===== config.mk =====
export PLATFORM = sky130hd
export DESIGN_NAME = apb4_cmd_master
export DESIGN_NICKNAME = d
export VERILOG_FILES = /design/src/rtl/apb4_cmd_master.sv
export SDC_FILE = /design/constraint.sdc
export NUM_CORES = 1
export LEC_CHECK = 0
export BUFFER_PORTS_ARGS = -buffer_cell sky130_fd_sc_hd__buf_2
export CAP_MARGIN = 20
export CELL_PAD_IN_SITES_DETAIL_PLACEMENT = 1
export CELL_PAD_IN_SITES_GLOBAL_PLACEMENT = 2
export CORE_AREA = 3 3 171 90
export DETAILED_ROUTE_END_ITERATION = 12
export DIE_AREA = 0 0 174 93
export GPL_TIMING_DRIVEN = 0
export PLACE_DENSITY_LB_ADDON = 0.3
export SLEW_MARGIN = 30
export SYNTH_ARGS = -nofsm -noshare
export SYNTH_HDL_FRONTEND = slang
export SYNTH_SLANG_ARGS = --single-unit

===== constraint.sdc =====
create_clock -name pclk -period 2.9 [get_ports pclk]
set_clock_uncertainty 0.1 [all_clocks]
set_input_delay 0.58 -clock pclk [delete_from_list [all_inputs] [get_ports pclk]]
set_output_delay 0.58 -clock pclk [all_outputs]
set_load 0.01 [all_outputs]

===== src/rtl/apb4_cmd_master.sv =====
// Single-outstanding APB4 master: valid/ready command in, APB4 SETUP/ACCESS out, valid/ready response back.
// Latency: 4 cycles per zero-wait transfer; a programmable wait-state limit aborts transfers to a hung slave.
module apb4_cmd_master #(
  parameter int unsigned ADDRWIDTH = 12,
  parameter int unsigned TIMEOUT   = 255
) (
  input  logic                 pclk,
  input  logic                 presetn,
  input  logic                 cmd_valid,
  output logic                 cmd_ready,
  input  logic [ADDRWIDTH-1:0] cmd_addr,
  input  logic                 cmd_write,
  input  logic [31:0]          cmd_wdata,
  input  logic [3:0]           cmd_strb,
  output logic                 rsp_valid,
  input  logic                 rsp_ready,
  output logic [31:0]          rsp_rdata,
  output logic                 rsp_slverr,
  output logic                 rsp_timeout,
  output logic                 psel,
  output logic                 penable,
  output logic                 pwrite,
  output logic [ADDRWIDTH-1:0] paddr,
  output logic [31:0]          pwdata,
  output logic [3:0]           pstrb,
  input  logic [31:0]          prdata,
  input  logic                 pready,
  input  logic                 pslverr
);

  typedef enum logic [1:0] {IDLE, SETUP, ACCESS, RESP} state_t;

  localparam logic [15:0] WAIT_LAST = 16'(TIMEOUT - 1);
  localparam logic [15:0] WAIT_MAX  = 16'hFFFF;

  state_t      state, state_nxt;
  logic [15:0] wait_cnt;
  logic        timeout_hit;
  logic        cmd_take;

  // pready in the same cycle as the last allowed wait state still completes normally
  assign timeout_hit = (TIMEOUT != 0) && !pready && (wait_cnt == WAIT_LAST);
  assign cmd_take    = (state == IDLE) && cmd_valid;

  always_ff @(posedge pclk or negedge presetn) begin
    if (!presetn) begin
      state <= IDLE;
    end else begin
      state <= state_nxt;
    end
  end

  always_comb begin
    state_nxt = state;
    case (state)
      IDLE:    if (cmd_valid) state_nxt = SETUP;
      SETUP:   state_nxt = ACCESS;
      ACCESS:  if (pready || timeout_hit) state_nxt = RESP;
      RESP:    if (rsp_ready) state_nxt = IDLE;
      default: state_nxt = IDLE;
    endcase
  end

  always_comb begin
    cmd_ready = 1'b0;
    psel      = 1'b0;
    penable   = 1'b0;
    rsp_valid = 1'b0;
    case (state)
      IDLE:    cmd_ready = 1'b1;
      SETUP:   psel      = 1'b1;
      ACCESS:  begin
        psel    = 1'b1;
        penable = 1'b1;
      end
      RESP:    rsp_valid = 1'b1;
      default: cmd_ready = 1'b0;
    endcase
  end

  // APB request fields hold their last values between transfers
  always_ff @(posedge pclk or negedge presetn) begin
    if (!presetn) begin
      paddr    <= '0;
      pwrite   <= 1'b0;
      pwdata   <= '0;
      pstrb    <= '0;
      wait_cnt <= '0;
    end else if (cmd_take) begin
      paddr    <= cmd_addr;
      pwrite   <= cmd_write;
      pwdata   <= cmd_write ? cmd_wdata : 32'd0;
      pstrb    <= cmd_write ? cmd_strb : 4'd0;
      wait_cnt <= '0;
    end else if (state == ACCESS && !pready && wait_cnt != WAIT_MAX) begin
      wait_cnt <= wait_cnt + 16'd1;
    end
  end

  always_ff @(posedge pclk or negedge presetn) begin
    if (!presetn) begin
      rsp_rdata   <= '0;
      rsp_slverr  <= 1'b0;
      rsp_timeout <= 1'b0;
    end else if (state == ACCESS) begin
      if (pready) begin
        rsp_rdata   <= pwrite ? 32'd0 : prdata;
        rsp_slverr  <= pslverr;
        rsp_timeout <= 1'b0;
      end else if (timeout_hit) begin
        rsp_rdata   <= 32'd0;
        rsp_slverr  <= 1'b1;
        rsp_timeout <= 1'b1;
      end
    end
  end

endmodule

* After elaboration in Yosys (flattened, before gate mapping)
Cells that the tools add are included.
** Operators by class
- Add/sub/neg operators :: 1
- Eq/ne operators :: 8
- Multiplexer cells :: 18
- Reductions and logical operators :: 12
** Operators by type and width (number)
- $mux 32 :: 4
- $mux 16 :: 2
- $add 16x1->16 const B :: 1
- $eq 16x8->1 const B :: 1
- $ne 16x16->1 const B :: 1
- $pmux 2 s4 :: 1
- $mux 1 :: 7
- $mux 2 :: 3
- $ne 2x2->1 const B :: 3
- $eq 2x2->1 const B :: 2
- $logic_and 1x1->1 :: 4
- $mux 4 :: 1
- $reduce_bool 2->1 :: 2
- $reduce_and 3->1 :: 1
- $eq 2x1->1 const B :: 1
- $logic_not 2->1 :: 1
- $reduce_and 2->1 :: 1
- $reduce_or 2->1 :: 1
- $logic_not 1->1 :: 1
- $logic_or 1x1->1 :: 1
** Storage, ports and cells
- Flip-flop bits (word level) :: 101
- Input port bits :: 87
- Output and inout port bits :: 87
- Logic and storage cells :: 48

* Longest topological paths before layout
Gate-level depths: netlist of the first run.
- Depth after elaboration :: 5
- Mapped depth :: 7
- Depth with buffers taken out :: 6

* Least setup slack after synthesis of the first run
No wires, ideal clock.
- Path type :: reg-to-reg
- From :: reg state[0]
- To :: reg wait_cnt[6]
- Library setup time :: 78 ps
- Data arrival time :: 1734 ps
- Data required time :: 2722 ps
- Path slack :: 988 ps
- Cell stages (with the launch flop) :: 7
- Path buffers :: 0
- Period minus slack after synthesis :: 1912 ps
- Cell sequence :: dfrtp_1 > inv_1 > ha_1 > and2b_1 > nand3_1 > or4_1 > a21oi_1
** Between the ends
- Cells in the longest elaborated chain, start to end :: 4
- Elaborated cells on any way between the ends :: 7
- Classes of those cells :: eq/ne: 1; mux: 1; reduce/logical: 5
** RTL lines
- start: declaration :: RTL line 36 : state_t state, state_nxt;
- start signal: assignment :: RTL line 49 : state <= state_nxt;
- $eq 2x2->1 :: RTL line 95 : end else if (state == ACCESS && !pready && wait_cnt != WAIT_MAX) begin
- $logic_and 1x1->1 (2 in series) :: RTL line 95
- $reduce_bool 2->1 (no line)
- end signal: assignment :: RTL line 96 : wait_cnt <= wait_cnt + 16'd1;
- end: declaration :: RTL line 37 : logic [15:0] wait_cnt;
Parallel ways exist; a longest one is shown, timed or not.
A chain may end at the register's enable or synchronous reset.

* Worst setup path after layout of the first run
- From :: reg wait_cnt[8]
- To :: reg state[1]
** Between the ends
- Cells in the longest elaborated chain, start to end :: 5
** RTL lines
- $eq 16x8->1 :: RTL line 42 : assign timeout_hit = (TIMEOUT != 0) && !pready && (wait_cnt == WAIT_LAST);
- $logic_and 1x1->1 :: RTL line 42
- $logic_or 1x1->1 :: RTL line 58 : ACCESS: if (pready || timeout_hit) state_nxt = RESP;
- $ne 2x2->1 (no line)
- $reduce_and 3->1 (no line)
Every way passes these cells.

==> results of run 1 <==
==> cell families (layout without fill, tap and decap cells) <==
group                    Yosys count  in the layout
flip-flops                       101            101
XOR/XNOR                           1              1
multiplexers                       3              3
buffers and inverters             30            219
AO/OA/AOI/OAI                     63             63
adder cells (fa/ha/maj)            5              5
AND/OR/NAND/NOR                  205            205
==> layer usage <==
| layer | up-vias | global-route usage (%) |
|---|---|---|
| li1 | 1803 | - |
| met1 | 1928 | 25.2 |
| met2 | 124 | 24.4 |
| met3 | 5 | 6.37 |
| met4 | 0 | 2.94 |
| met5 | - | 0 |
==> metrics by stage <==
stage	util, %	hold WS [ns]	instances	power [mW]
floorplan	-	0.184	408	3.40
global placement	37.5	0.346	778	4.37
detailed placement	37.7	0.351	779	4.47
CTS	39.9	0.0398	795	5.77
global route	39.9	0.0425	795	6.10
finish	39.9	0.0370	795	5.67
==> flip-flops by register name, summed over array words and instances (netlist names) <==
signal,flops
rsp_timeout,1
paddr,12
pstrb,4
rsp_slverr,1
pwdata,32
rsp_rdata,32
pwrite,1
wait_cnt,16
state,2
==> where the power goes <==
part | internal [mW] | switching, mW | leakage (nW)
logic | 0.853 | 1.25 | 1.57
registers | 1.98 | 0.332 | 1.31
clock network | 0.700 | 0.555 | 0.149
total | 3.54 | 2.13 | 3.04
==> layout make-up <==
| class | count | area [um^2] | area share, % |
|---|---|---|---|
| repair buffers | 173 | 895 | 15.9 |
| plain buffers | 24 | 91.3 | 1.62 |
| inverters | 6 | 22.5 | 0.400 |
| flip-flops and latches | 101 | 2530 | 44.9 |
| clock inverters | 6 | 68.8 | 1.22 |
| multi-input cells | 277 | 1540 | 27.3 |
| clock buffers | 10 | 239 | 4.25 |
| well taps | 198 | 248 | 4.40 |
==> worst max-delay path, stage by stage, from the launching register on <==
cell,delay [ns]
dfrtp_1,0.48
nor4_1,0.52
nand4_1,0.27
a221oi_1,0.43
mux2_2,0.38
==> synthesized netlist by cell type, types with 3 or more instances <==
library cell  count
nand2_1         120
dfrtp_1         101
buf_1             3
nand3_1          42
or4_1             4
a21oi_1           8
o41ai_1           3
inv_1             6
o21ai_0           4
o21a_1            3
nor4_1            3
ha_1              5
nor3_1            8
and4b_1           3
clkbuf_1         20
a22o_1           32
nand4_1           5
nor2_1            8
o31ai_1           4
==> worst paths after layout <==
kind	start	end	slack, ns	cells past startpoint
worst max-delay path	wait_cnt[8]	state[1]	0.61	4
worst min-delay path	presetn	rsp_rdata[1]	0.04	1
worst max register to register	wait_cnt[8]	state[1]	0.61	4
worst min register to register	pwdata[1]	pwdata[1]	0.36	2
max in group asynchronous	presetn	wait_cnt[2]	1.99	2
min in group pclk	cmd_addr[5]	paddr[5]	0.33	3
==> impl_metrics.toml, run 1 <==
[cells_and_area]
most-common-layout-cells = "buf_2, nand2_1, dfrtp_1"
area.growth.synth_to_final_pct = 34.7
layout-drive-gt1-share_pct = 32.2
fin_area_mm2 = 0.00563
fin_nets = 684
fillers = 1692
n_antenna_cell = 0
final_common_cell = "buf_2"

[cts]
root_buffer = "clkbuf_16"
cts_hold_buf = 0
clock_latency_ns = 0.34
h-tree-depth = 3
ctsLongestPathBuffers = 2
cts_made_buffers = 9
post-cts-setup-buffers = 0
cts_tree = "done"
cts_sinks = 101
cts_resized = 0
clk_pin_slew_worst_paths_ns = 0.07

[sta]
min_period_over_period_pct = 79.0
setup_slack_ns = 0.608
slew_headroom_pct = 46.4
fin_setup_tns_ns = 0
fmax_ghz = 0.436
finalSetupViolCount = 0
worst_pin_slew_ns = 0.793
min_period_ns = 2.29
rsz0062_at_grt = "no"
finalHoldViolCount = 0
drv_slew = 0

[die]
die_w_um = 174
rows = 31
die-height_um = 93
io_pins = 174
coreArea_mm2 = 0.0141
initial_core_util_pct = 29.6
die_area_mm2 = 0.0162

[power]
p_per_area_mw_per_mm2 = 1010
p_leak_nw = 3.04
ir_drop_mv = 0.297

[routing]
via_count = 3860
drt_iter0_drc = 204
drt_wl_total_um = 14000
met2_length_um = 5710
firstDrtPassIters = 4
routed.top_layer = "met4"
routed-wl-met3_um = 1150
antenna_left = 0
drcViolationCount = 0
wl_met1_um = 7030
vias_per_cell = 4.86
avgRoutedWirePerCell_um = 17.6

[synthesis]
yosys.area.top_type_share_pct = 60.5
synthArstFlopShare_pct = 100
synth_top_family_by_area = "simple AND/OR/NAND/NOR gates"
synthFlopType = "dfrtp_1"
ys_seq_area_share_pct = 60.5
synthSimpleGateAreaFrac_pct = 22.4
syn_area_mm2 = 0.00418
synth_area_leader_cell = "dfrtp_1"
syn-mean-instance-area_um2 = 10.2
synth.area.top_cells = "dfrtp_1, nand2_1, a22o_1, nand3_1, clkbuf_1"
synth-warning-count = 0
synth_compound_area_share_pct = 11.9
ys_types = 40
ys_ff_latch = 101
synth_mux_area_share_pct = 0.749
synth_xor_area_share_pct = 0.210
synth_cells = 408
synth_edf_count = 0
synth.net_count = 500
synth_adder_area_share_pct = 1.50

[worst_setup_path]
crit_arrival_ns = 2.42
crit_path_end_kind = "flip-flop"
worstPathMaxFanout = 7
cp.required_ns = 3.03
critPathLaunchType = "flip-flop"
crit_type = "reg -> reg"

[global_routing]
grt_max_degree = 66
grtUsageTotal_pct = 17.2
grt_pass1_vias = 4001
grt_overflow = 0
antenna_found_initial = 0
grt_pass1_wl_um = 22100

[placement]
pre_cts_ws_ns = 0.599
dpl_cell_area_mm2 = 0.00532
dp_hpwl_um = 10600
port_buffers = 172
place.gp.congestion = 0.830

[job]
maxCapViolations = 0

[run_status]
status = "complete, no violations"

[hold_path]
min_path_type = "in -> async"
No activity file was read; power rests on OpenSTA's default activity.
==> run 2, diff against run 1 <==
- ABC_AREA: not set -> 1
- CORE_AREA: 3 3 171 90 -> 3 3 200 104
- DIE_AREA: 0 0 174 93 -> 0 0 203 107
- clock period: 2.9 -> 1.85 ns (I/O delays scaled with it)
==> impl_metrics.toml, run 2 <==
[worst_setup_path]
cp.required_ns = 2.00
r2r_cells = 10
crit_start = "wait_cnt[0]"
path_buf_inv = 2
crit_slowest_cell = "dfrtp_2"
cp.depth = 10
crit_path_end_kind = "flip-flop"
cp_top_family = "simple AND/OR/NAND/NOR gates"
crit_type = "reg -> reg"
crit_path_cell_trace = "inv_2 -> ha_1 -> nand4_1 -> nor2_2 -> nand2_2 -> nand2_4 -> nand2_8 -> clkbuf_16 -> nand2_4 -> nand2_2"
crit_arrival_ns = 1.95
critPathLaunchType = "flip-flop"
r2r_slack_ns = 0.05
crit_end = "rsp_rdata[5]"
r2r-end = "rsp_rdata[5]"
rr_startpoint = "wait_cnt[0]"
worstPathMaxFanout = 6
max_stage_delay_ns = 0.45

[synthesis]
synthArstFlopShare_pct = 100
synth.net_count = 642
synth_edf_count = 0
synth-warning-count = 0
synth_common_cells = "nand2_1, dfrtp_1, nand4_1"
synth.area.top_cells = "dfrtp_1, nand2_1, nand2_4, nand4_1, nand2_2"
ys_ff_latch = 101
synth_area_leader_cell = "dfrtp_1"
synthFlopType = "dfrtp_1"
yosysMostFrequentCell = "nand2_1"
yosys.area.top_type_share_pct = 51.0
syn-mean-instance-area_um2 = 9.01
synth_cells = 550
ys_types = 25
ys_seq_area_share_pct = 51.0
syn_area_mm2 = 0.00496

[cells_and_area]
area.growth.synth_to_final_pct = 35.4
regArea_mm2 = 0.00253
fin_nets = 844
instances_no_fill = 1023
n_antenna_cell = 0
most-common-layout-cells = "buf_2, nand2_1, dfrtp_1"
postLayoutCoreUtil_pct = 34.9
fillers = 2313
layout-drive-gt1-share_pct = 42.1
multi_input_area_mm2 = 0.00215
final_common_cell = "buf_2"
top_regs = "pwdata: 32 flops, rsp_rdata: 32 flops, wait_cnt: 16 flops"

[global_routing]
grt_pass1_vias = 4628
grtUsageTotal_pct = 14.0
grt_pass1_wl_um = 24700
grt_overflow = 0
grt_max_degree = 77
antenna_found_initial = 0

[sta]
min_period_ns = 1.80
min_period_over_period_pct = 97.2
finalSetupViolCount = 0
fmax_ghz = 0.556
rsz0062_at_grt = "yes"
slew_headroom_pct = 66.1
drv_slew = 0
worst_pin_slew_ns = 0.508
setup_slack_ns = 0.0513
finalHoldViolCount = 0

[placement]
port_buffers = 171
dp_cells = 988
dp_hpwl_um = 11100
pre_cts_ws_ns = -0.414
place.gp.congestion = 0.747

[job]
maxCapViolations = 0

[routing]
firstDrtPassIters = 4
vias_per_cell = 4.28
avgRoutedWirePerCell_um = 15.0
via_count = 4381
antenna_left = 0
drcViolationCount = 0
drt_iter0_drc = 185
drt_wl_total_um = 15300

[hold_path]
min_path_type = "in -> reg"

[power]
p_clk_share_pct = 19.0
p_leak_nw = 3.56
netSwitchingFraction_pct = 40.5
p_sw_mw = 4.01
fin_total_pwr_mw = 9.91
pwr-share-comb_pct = 43.5
power_frac_seq_pct = 37.5
ir_drop_mv = 0.507
p_per_area_mw_per_mm2 = 1480
p_int_mw = 5.90

[cts]
cts_sinks = 101
clock_latency_ns = 0.35
cts_made_buffers = 9
clk_pin_slew_worst_paths_ns = 0.07
ctsLongestPathBuffers = 2
h-tree-depth = 3
root_buffer = "clkbuf_16"
cts_tree = "done"

[die]
rows = 36
coreArea_mm2 = 0.0192
io_pins = 174
die-height_um = 107
die_w_um = 203
initial_core_util_pct = 25.8
die_area_mm2 = 0.0217

[run_status]
status = "complete, no violations"
## run 2: cell count changes after synthesis, sizes merged, moves of 6 or more
| cell | delta |
|---|---|
| nand3 | -25 |
| a21oi | -7 |
| nor3 | -8 |
| clkbuf | -6 |
| nand2 | +126 |
| inv | +18 |
| nor2 | +20 |
| buf | +15 |
| nand4 | +41 |
| a22o | -32 |
| o21ai | +34 |
## run 2: area by class of cell
class	instances	area share (%)
clock buffer	11	3.62
tap	266	4.96
inverter	24	1.40
clock inverter	5	0.652
sequential	101	37.7
buffer	33	3.49
multi-input combinational	393	32.1
timing repair buffer	190	16.1
## run 2: per-stage QoR
step / TNS (ns) / hold WS, ns / instance area (um^2)
2_1_floorplan: 0 / -0.0256 / 4960
3_3_place_gp: -125.46 / 0.350 / 6150
3_5_place_dp: -20.75 / 0.133 / 6180
4_1_cts: 0 / 0.0911 / 6520
5_1_grt: -1.44 / 0.0932 / 6710
6_report: 0 / 0.104 / 6710
## run 2: repair_timing
| item | CTS | global route |
|---|---|---|
| endpoints found under the hold margin | 25 | 0 |
| buffers inserted | 2 | 12 |
| resized for setup | 10 | 16 |
| hold buffers | 1 | 0 |
| endpoints found under the setup margin | 95 | 74 |
| pin swaps | 4 | 6 |
| gates cloned | 0 | 4 |
## run 2: worst reg2reg max path: cells and delay by family (launching register included)
family	cells	cell delay [ns]
fa+ha+maj	1	0.14
buf+inv	2	0.26
flops	1	0.45
simple gates	7	0.75
## run 2: power groups by stage
stage	Sequential [mW]	Clock, mW	Combinational [mW]
2_1_floorplan	4.13	0	2.00
3_3_place_gp	3.73	0	4.03
3_5_place_dp	3.76	0	4.10
4_1_cts	3.74	1.98	4.15
5_1_grt	3.85	2.07	4.80
6_report	3.71	1.89	4.31
## run 2: cell families after synthesis
logic type                 synth area share [%]
buffers and inverters                      5.91
AOI/OAI and AO/OA                          4.06
DFF                                        51.0
xor gates and xnor gates                  0.707
adders and majority gates                  1.26
and+or+nand+nor                            37.1
## run 2: metal layers
metal / share of wire, % / GRT usage (%) / vias to the layer above
met5: 0 / 0 / -
met4: 0.65 / 2.67 / 0
met3: 6.0 / 4.43 / 10
met2: 45 / 22.4 / 92
met1: 48 / 18.9 / 2108
li1: - / - / 2171
## run 2: worst min-delay path by stage
stage | startpoint | endpoint | slack (ns) | cells past startpoint
final | cmd_addr[10] | paddr[10] | 0.10 | 3
after global routing | cmd_addr[6] | paddr[6] | 0.09 | 3
after CTS | cmd_addr[10] | paddr[10] | 0.09 | 3
after detailed placement | presetn | rsp_rdata[12] | 0.13 | 1
after global placement | rsp_rdata[31] | rsp_rdata[31] | 0.35 | 2
after floorplan | presetn | paddr[0] | -0.03 | 0
